[src/rtl/mem_stage_pkg.sv]
// mem_stage_pkg
// Shared definitions for the memory-stage controller:
//   state_t     : FSM states of mem_stage_ctrl
//   offset_bits : number of byte-offset address bits inside one data word
package mem_stage_pkg;

  typedef enum logic [2:0] {
    IDLE,
    ISSUE,
    WAIT,
    RESP,
    HALTED
  } state_t;

  // log2(data_w/8): how many low address bits select a byte within a word.
  function automatic int offset_bits(input int data_w);
    int n;
    int v;
    n = 0;
    v = data_w / 8;
    while (v > 1) begin
      v = v >> 1;
      n++;
    end
    return n;
  endfunction

endpackage

[src/rtl/mem_align_chk.sv]
// mem_align_chk
// Combinational word-alignment check for a byte address.
// Ports:
//   addr    in  ADDR_W  byte address to test
//   aligned out 1       high when the byte-offset bits of addr are all zero
module mem_align_chk
  import mem_stage_pkg::*;
#(
  parameter int DATA_W = 16,
  parameter int ADDR_W = 16
) (
  input  logic [ADDR_W-1:0] addr,
  output logic              aligned
);

  localparam int OFF_W = offset_bits(DATA_W);

  // Masking instead of slicing keeps every address bit referenced.
  localparam logic [ADDR_W-1:0] OFF_MASK = ADDR_W'((1 << OFF_W) - 1);

  assign aligned = ((addr & OFF_MASK) == '0);

endmodule

[src/rtl/mem_stage_ctrl.sv]
// mem_stage_ctrl
// Memory-stage controller: turns a pipeline load/store into a memory request,
// freezes upstream stages while it is in flight, and handles halt, misaligned
// accesses and (optionally) memory timeouts with a one-cycle dump pulse.
// Optional feature macro: MEM_TIMEOUT_EN (timeout counter in WAIT).
// Ports:
//   clk, rst                        clock, async active-low reset
//   req_valid/req_write/req_addr/req_wdata   pipeline request
//   halt                            pipeline halt request
//   stall, resp_valid, rdata        pipeline-side status and load data
//   align_err, timeout_err          sticky error flags
//   createdump                      one-cycle dump pulse on entry to HALTED
//   mem_en/mem_wr/mem_addr/mem_wdata  memory request
//   mem_stall, mem_done, mem_rdata  memory handshake and read data
module mem_stage_ctrl
  import mem_stage_pkg::*;
#(
  parameter int DATA_W  = 16,
  parameter int ADDR_W  = 16,
  parameter int TIMEOUT = 64
) (
  input  logic              clk,
  input  logic              rst,
  input  logic              req_valid,
  input  logic              req_write,
  input  logic [ADDR_W-1:0] req_addr,
  input  logic [DATA_W-1:0] req_wdata,
  input  logic              halt,
  output logic              stall,
  output logic              resp_valid,
  output logic [DATA_W-1:0] rdata,
  output logic              align_err,
  output logic              timeout_err,
  output logic              createdump,
  output logic              mem_en,
  output logic              mem_wr,
  output logic [ADDR_W-1:0] mem_addr,
  output logic [DATA_W-1:0] mem_wdata,
  input  logic              mem_stall,
  input  logic              mem_done,
  input  logic [DATA_W-1:0] mem_rdata
);

  state_t state, state_nxt;
  logic   write_q;
  logic   halt_pend_q;
  logic   dump_q;
  logic   align_err_q;
  logic   aligned;
  logic   req_ok;
  logic   accept;
  logic   misaligned;
  logic   load_done;
  logic   timeout_hit;

  mem_align_chk #(
    .DATA_W(DATA_W),
    .ADDR_W(ADDR_W)
  ) u_align (
    .addr   (req_addr),
    .aligned(aligned)
  );

  // Halt beats a simultaneous request, so a request only counts without halt.
  assign req_ok     = (state == IDLE) && req_valid && !halt;
  assign accept     = req_ok && aligned;
  assign misaligned = req_ok && !aligned;

  // A load finishes either in WAIT or in the very cycle ISSUE is accepted.
  assign load_done  = mem_done && !write_q &&
                      (((state == ISSUE) && !mem_stall) || (state == WAIT));

`ifdef MEM_TIMEOUT_EN
  localparam int CNT_W = $clog2(TIMEOUT + 1);
  logic [CNT_W-1:0] wait_cnt;
  logic             timeout_err_q;

  assign timeout_hit = (state == WAIT) && !mem_done &&
                       (wait_cnt == CNT_W'(TIMEOUT - 1));

  // Counts WAIT cycles without mem_done; held at zero outside WAIT.
  always_ff @(posedge clk or negedge rst) begin
    if (!rst) begin
      wait_cnt      <= '0;
      timeout_err_q <= 1'b0;
    end else begin
      if (state != WAIT) begin
        wait_cnt <= '0;
      end else if (!mem_done) begin
        wait_cnt <= wait_cnt + 1'b1;
      end
      if (timeout_hit) begin
        timeout_err_q <= 1'b1;
      end
    end
  end

  assign timeout_err = timeout_err_q;
`else
  assign timeout_hit = 1'b0;
  assign timeout_err = 1'b0;
`endif

  // State register.
  always_ff @(posedge clk or negedge rst) begin
    if (!rst) begin
      state <= IDLE;
    end else begin
      state <= state_nxt;
    end
  end

  // Next-state and request-side outputs.
  always_comb begin
    state_nxt  = state;
    stall      = 1'b1;
    mem_en     = 1'b0;
    mem_wr     = 1'b0;
    resp_valid = 1'b0;
    case (state)
      IDLE: begin
        stall = accept;
        if (halt) begin
          state_nxt = HALTED;
        end else if (req_valid) begin
          state_nxt = aligned ? ISSUE : HALTED;
        end
      end
      ISSUE: begin
        mem_en = 1'b1;
        mem_wr = write_q;
        if (!mem_stall) begin
          state_nxt = mem_done ? RESP : WAIT;
        end
      end
      WAIT: begin
        if (mem_done) begin
          state_nxt = RESP;
        end else if (timeout_hit) begin
          state_nxt = HALTED;
        end
      end
      RESP: begin
        resp_valid = 1'b1;
        state_nxt  = (halt_pend_q || halt) ? HALTED : IDLE;
      end
      HALTED: begin
        state_nxt = HALTED;
      end
      default: begin
        state_nxt = IDLE;
      end
    endcase
  end

  // Request latch, load-data capture, deferred halt and sticky flags.
  // The dump pulse fires on the first cycle spent in HALTED, whatever the cause.
  always_ff @(posedge clk or negedge rst) begin
    if (!rst) begin
      mem_addr    <= '0;
      mem_wdata   <= '0;
      write_q     <= 1'b0;
      rdata       <= '0;
      halt_pend_q <= 1'b0;
      align_err_q <= 1'b0;
      dump_q      <= 1'b0;
    end else begin
      if (accept) begin
        mem_addr  <= req_addr;
        mem_wdata <= req_wdata;
        write_q   <= req_write;
      end
      if (load_done) begin
        rdata <= mem_rdata;
      end
      if (((state == ISSUE) || (state == WAIT)) && halt) begin
        halt_pend_q <= 1'b1;
      end
      if (misaligned) begin
        align_err_q <= 1'b1;
      end
      dump_q <= (state != HALTED) && (state_nxt == HALTED);
    end
  end

  assign align_err  = align_err_q;
  assign createdump = dump_q;

endmodule

[config.mk]
export PLATFORM = sky130hd
export DESIGN_NAME = mem_stage_ctrl
export DESIGN_NICKNAME = d
export VERILOG_FILES = /design/src/rtl/mem_stage_pkg.sv /design/src/rtl/mem_align_chk.sv /design/src/rtl/mem_stage_ctrl.sv
export SDC_FILE = /design/constraint.sdc
export NUM_CORES = 1
export LEC_CHECK = 0
export CAP_MARGIN = 0
export CORE_MARGIN = 3
export CORE_UTILIZATION = 44
export CTS_CLUSTER_DIAMETER = 40
export DETAILED_ROUTE_END_ITERATION = 10
export PLACE_DENSITY = 0.85
export REMOVE_ABC_BUFFERS = 1
export SLEW_MARGIN = 5
export SYNTH_ARGS = -nofsm -noshare
export SYNTH_HDL_FRONTEND = slang
export SYNTH_SLANG_ARGS = --single-unit
[constraint.sdc]
create_clock -name clk -period 3.3 [get_ports clk]
set_input_delay 0.33 -clock clk [delete_from_list [all_inputs] [get_ports clk]]
set_output_delay 0.33 -clock clk [all_outputs]
set_load 0.02 [all_outputs]
==> flow_summary_export.csv, run 1 <==
group,metric,value,unit
timing,relSlewSlack,46.6,%
synthesis,synth_common_cells,"55 x dfrtp_1, 37 x mux2_4, 11 x mux2_2, 5 x buf_6",
synthesis,synth.avg_cell_area,16.9,um2
synthesis,yosys_warnings,0,
grt,grt_start_max_net_pins,37,
clock_tree,cts_max_path_buffers,2,
floorplanning,ios,110,
clock_tree,cts_buffers,5,
timing,max_freq,426,MHz
timing,slew_violations,0,
synthesis,synth_ff_type,"dfrtp_1",
synthesis,synth-edff-count,0,
floorplanning,die_area,6280,um2
clock_tree,clockRootBuffer,"clkbuf_8",
clock_tree,clk_pin_slew,0.10,ns
clock_tree,post-cts-setup-buffers,0,
cells_and_area,antenna_cells,0,
timing,setup_violations,0,
route,ant_nets,0,
clock_tree,htreeDepth,2,
route,drt_wl_total,5.52,mm
setup_path,slowest_delay,0.62,ns
setup_path,cp_data_arrival_time,2.02,ns
floorplanning,die_w,79.3,um
synthesis,ys_types,26,
floorplanning,die_h,79.3,um
synthesis,synth_top_area_share,58.3,%
setup_path,cp-end-kind,"output port",
grt,grt-ovfl-total,0,
placed_design,hpwl,4.16,mm
placed_design,port_buffers,108,
synthesis,ys_seq_elements,55,
synthesis,synth.area.top_cells,"dfrtp_1 58%, mux2_4 24%, mux2_2 5.2%",
synthesis,yosys.area.top_type,"dfrtp_1",
timing,fin_crit,2.35,ns
timing,fin_crit_sh,71.1,%
floorplanning,std_cell_rows,26,
grt,grt_pass1_vias,1677,
run_status,outcome,"finished clean",
setup_path,crit_type,"reg -> out",
power_and_ir_drop,ir_drop,0.000275,V
route,drc,0,
grt,antenna_found_initial,0,
timing,setup_tns,0,ns
clock_tree,cts_hold_buf,0,
grt,grt_pass1_wl,8.71,mm
setup_path,setup.worst_path.start_class,"register",
setup_path,path_max_fanout,8,
power_and_ir_drop,pwr_density_cell,341,nW/um2
route,viasPerCell,4.78,
cells_and_area,syn2layout_area_growth,50.5,%
timing,clock_skew,0.0129,ns
cells_and_area,final_nets,305,
route,drtIter0Drc,67,
clock_tree,cts.sinks,55,
setup_path,critical_path.cell_chain,"or2b_1, nor2_1, and2_1, clkdlybuf4s50_1",
grt,grtUsageTotal,18.2,%
placed_design,dpl_worst_slack,1.21,ns
timing,rsz0062_at_grt,"no",
setup_path,slowest_stage,"clkdlybuf4s50_1",
timing,finalHoldViolations,0,
route,first_pass_iters,4,
setup_path,cp.required,2.97,ns
route,dr_total_vias,1528,
flow_run,drv_cap,0,
floorplanning,start_util,46.0,%
synthesis,yosysSeqAreaShare,58.3,%
route,wl_per_cell,17.2,um
floorplanning,core,5140,um2
power_and_ir_drop,p_leak,1.72,nW
synthesis,netlist_area,2360,um2
min_path,worstHoldPathType,"in -> async",
placed_design,gp_congestion,0.756,
timing,max_slew.worst_pin.slew,0.801,ns
synthesis,synth_most_common_cell,"dfrtp_1",
clock_tree,ctsResizeCount,0,
clock_tree,clock_latency,0.31,ns
synthesis,synth_cells,140,
synthesis,async_reset_ff_share,100,%
timing,setup_ws,0.954,ns
cells_and_area,fill_cells,414,
clock_tree,cts_tree,"yes",
cells_and_area,drive_above_1_share,25.6,%
-- final timing paths --
path	start	end	slack (ns)	depth (start not counted)
min reg2reg	align_err	align_err	0.48	1
max reg2reg	state[1]	rdata[0]	1.41	3
max in group asynchronous	rst	mem_wdata[3]	2.44	2
min in group clk	align_err	align_err	0.48	1
min	rst	mem_wdata[12]	0.09	1
max	state[0]	mem_wr	0.95	4
-- where the power goes --
| part | leakage (nW) | total, mW | switching, mW | internal [mW] |
|---|---|---|---|---|
| combinational | 0.926 | 0.156 | 0.0562 | 0.0997 |
| sequential | 0.752 | 0.697 | 0.00882 | 0.689 |
| clock | 0.0440 | 0.358 | 0.213 | 0.146 |
| total | 1.72 | 1.21 | 0.278 | 0.934 |
-- metal layers --
layer  up-vias  share of wire [%]  global-route usage (%)  wire length [um]
met5         -                  0                       0                 0
met4         0                3.0                    7.22               167
met3        13                5.1                    5.22               279
met2        54                 53                    30.6              2920
met1       758                 39                    22.0              2150
li1        703                  -                       -                 -
-- layout by cell type, fill, tap and decap left out, types with 2 or more instances in the layout --
cell type	Yosys	routed
o21ai_0	4	4
dfrtp_1	55	55
mux2_2	11	11
clkbuf_8	0	5
and2_1	2	2
nor2_1	4	4
mux2_4	37	37
buf_4	1	2
inv_1	3	3
clkdlybuf4s50_1	0	107
nor3b_4	2	2
-- critical path, delay by kind of cell (launching register included) --
family        cells  cell delay [ns]
flops             1             0.53
simple gates      3             0.56
buf+inv           1             0.62
-- state kept, by name (all words and copies together), names as in the netlist --
name and flops:
write_q 1, align_err 1, rdata 16, mem_addr 16
halt_pend_q 1, createdump 1, mem_wdata 16, state 3
-- logic make-up after synthesis --
group,count (synthesis),synth area share [%]
XOR/XNOR,1,0.371
flip-flops,55,58.3
multiplexers,48,28.8
buffers and inverters,10,3.39
AND/OR/NAND/NOR,14,5.56
other,1,0.159
AO/OA/AOI/OAI,11,3.50
-- area by class of cell --
class | count | area, um2 | share of cell area, %
Clock inverter | 2 | 13.8 | 0.387
Sequential cell | 55 | 1380 | 38.7
Clock buffer | 5 | 68.8 | 1.94
Tap cell | 70 | 87.6 | 2.46
Timing Repair Buffer | 110 | 1090 | 30.7
Inverter | 3 | 11.3 | 0.317
Multi-Input combinational cell | 75 | 906 | 25.5
-- per-stage QoR --
step	cell area, um2	util [%]	hold WS [ns]	power [mW]	std cells
finish	3550	69.2	0.0939	1.21	320
global placement	3470	67.6	0.467	0.865	313
global route	3550	69.2	0.140	1.27	320
detailed placement	3470	67.6	0.465	0.868	313
CTS	3550	69.2	0.120	1.23	320
floorplan	2290	-	0.0344	0.752	133
Note: power is estimated with default switching activity, not from simulation.
==> run 2, diff against run 1 <==
--- a/config.mk
+++ b/config.mk
@@ -7,10 +7,10 @@
 export LEC_CHECK = 0
 export CAP_MARGIN = 0
 export CORE_MARGIN = 3
-export CORE_UTILIZATION = 44
+export CORE_UTILIZATION = 41
 export CTS_CLUSTER_DIAMETER = 40
 export DETAILED_ROUTE_END_ITERATION = 10
-export PLACE_DENSITY = 0.85
+export PLACE_DENSITY = 0.8
 export REMOVE_ABC_BUFFERS = 1
 export SLEW_MARGIN = 5
 export SYNTH_ARGS = -nofsm -noshare
==> constraint.sdc (replaced) <==
create_clock -name clk -period 2.3 [get_ports clk]
set_input_delay 0.23 -clock clk [delete_from_list [all_inputs] [get_ports clk]]
set_output_delay 0.23 -clock clk [all_outputs]
set_load 0.02 [all_outputs]
==> flow_summary_export.csv, run 2 (synthesis results as in run 1) <==
group,metric,value,unit
timing,clock_skew,0.00920,ns
setup_path,path_delay_family,"buffers and inverters",
placed_design,dp_cells,317,
setup_path,cp_data_arrival_time,1.93,ns
run_status,outcome,"finished clean",
floorplanning,die_area,6710,um2
clock_tree,cts_buffers,5,
cells_and_area,fill_cells,431,
clock_tree,cts_max_path_buffers,2,
power_and_ir_drop,clock_power_share,33.3,%
setup_path,cp-startpoint,"state[2]",
power_and_ir_drop,total_power,1.84,mW
cells_and_area,multi_input_comb_area,906,um2
route,ant_nets,0,
route,first_pass_iters,4,
clock_tree,htreeDepth,2,
power_and_ir_drop,switching_share,21.0,%
grt,antenna_found_initial,0,
setup_path,timing.rr.end,"rdata[2]",
route,dr_total_vias,1513,
timing,rsz0062_at_grt,"no",
power_and_ir_drop,p_switching,0.387,mW
timing,max_freq,462,MHz
setup_path,rr_startpoint,"state[1]",
setup_path,slowest_stage,"clkdlybuf4s50_1",
setup_path,cp-end-kind,"output port",
power_and_ir_drop,seq_power_share,54.3,%
power_and_ir_drop,ir_drop,0.000289,V
floorplanning,die_h,81.9,um
setup_path,critical_path_depth,4,
floorplanning,start_util,42.6,%
power_and_ir_drop,pwr_density_cell,509,nW/um2
cells_and_area,final_nets,308,
route,viasPerCell,4.66,
power_and_ir_drop,p_int,1.45,mW
timing,setup_tns,0,ns
placed_design,hpwl,4.12,mm
clock_tree,cts_tree,"yes",
setup_path,path_max_fanout,8,
grt,grt-ovfl-total,0,
timing,fin_crit_sh,94.0,%
setup_path,worstSetupEndpoint,"mem_wr",
min_path,worstHoldPathType,"in -> async",
setup_path,slowest_delay,0.61,ns
grt,grtUsageTotal,16.2,%
grt,grt_pass1_wl,8.11,mm
cells_and_area,ff_latch_area,1380,um2
cells_and_area,final_cells,325,
timing,slew_violations,0,
route,wl_per_cell,16.9,um
placed_design,gp_congestion,0.782,
placed_design,port_buffers,108,
cells_and_area,reg.largest.list,"mem_addr x16, mem_wdata x16, rdata x16",
grt,grt_start_max_net_pins,51,
clock_tree,clk_pin_slew,0.09,ns
setup_path,critPathBufInv,1,
timing,fin_crit,2.16,ns
cells_and_area,antenna_cells,0,
power_and_ir_drop,p_leak,1.74,nW
clock_tree,clockRootBuffer,"clkbuf_8",
floorplanning,ios,110,
cells_and_area,drive_above_1_share,26.5,%
route,drc,0,
timing,setup_violations,0,
timing,whs,0.291,ns
setup_path,setup.worst_path.start_class,"register",
setup_path,r2r_cells,4,
clock_tree,post-cts-setup-buffers,0,
route,drtIter0Drc,44,
timing,finalHoldViolations,0,
setup_path,critical_path.cell_chain,"or2b_1, nor2_1, and2_1, clkdlybuf4s50_1",
power_and_ir_drop,combPwrFrac,12.4,%
floorplanning,core,5540,um2
setup_path,crit_type,"reg -> out",
route,drt_wl_total,5.49,mm
cells_and_area,final_cell_mix,"107 x clkdlybuf4s50_1, 53 x dfrtp_1, 37 x mux2_4",
clock_tree,clock_latency,0.30,ns
cells_and_area,syn2layout_area_growth,53.1,%
setup_path,rrSetupSlack,0.61,ns
flow_run,drv_cap,0,
grt,grt_pass1_vias,1540,
clock_tree,cts.sinks,55,
floorplanning,die_w,81.9,um
floorplanning,std_cell_rows,27,
cells_and_area,final_common_cell,"clkdlybuf4s50_1",
setup_path,cp.required,2.07,ns
==> run 2: cell type report <==
type                            instances  share of cell area [%]
Sequential cell                        55                    38.1
Tap cell                               72                    2.49
Inverter                                3                   0.311
Clock inverter                          1                   0.830
Timing Repair Buffer                  113                    31.2
Multi-Input combinational cell         75                    25.0
Clock buffer                            6                    2.01
==> run 2: timing repair <==
action / CTS / global route
hold endpoints to repair: 5 / 0
endpoints found under the setup margin: 0 / 1
resized for setup: 0 / 2
hold buffers: 1 / 0
==> run 2: routing by layer <==
layer | share of wire [%] | vias to the layer above | global-route usage, %
met5 | 0 | - | 0
met4 | 0.53 | 0 | 3.99
met3 | 7.0 | 3 | 4.17
met2 | 50 | 60 | 27.3
met1 | 43 | 736 | 20.8
li1 | - | 714 | -
==> run 2: power by group through the flow <==
stage	clock (mW)	combinational (mW)	sequential (mW)
floorplan	0	0.0339	1.05
global placement	0	0.226	1.02
detailed placement	0	0.229	1.02
CTS	0.632	0.232	1.00
global route	0.671	0.243	1.00
finish	0.612	0.229	1.00
==> run 2: how the worst min path moves through the flow <==
stage | from | end | slack (ns)
2_1_floorplan | rst | align_err | -0.07
6_report | rst | rdata[10] | 0.29
3_3_place_gp | rst | rdata[10] | 0.07
4_1_cts | rst | rdata[10] | 0.29
3_5_place_dp | rst | rdata[10] | 0.07
5_1_grt | rst | rdata[10] | 0.28
==> run 2: per-stage QoR <==
| stage | setup slack [ns] | util (%) | cell area (um2) |
|---|---|---|---|
| 5_1_grt | 0.00871 | 65.3 | 3620 |
| 3_3_place_gp | 0.430 | 63.2 | 3500 |
| 6_report | 0.138 | 65.3 | 3620 |
| 4_1_cts | 0.0645 | 65.2 | 3610 |
| 3_5_place_dp | 0.396 | 63.2 | 3500 |
| 2_1_floorplan | 0.377 | - | 2290 |
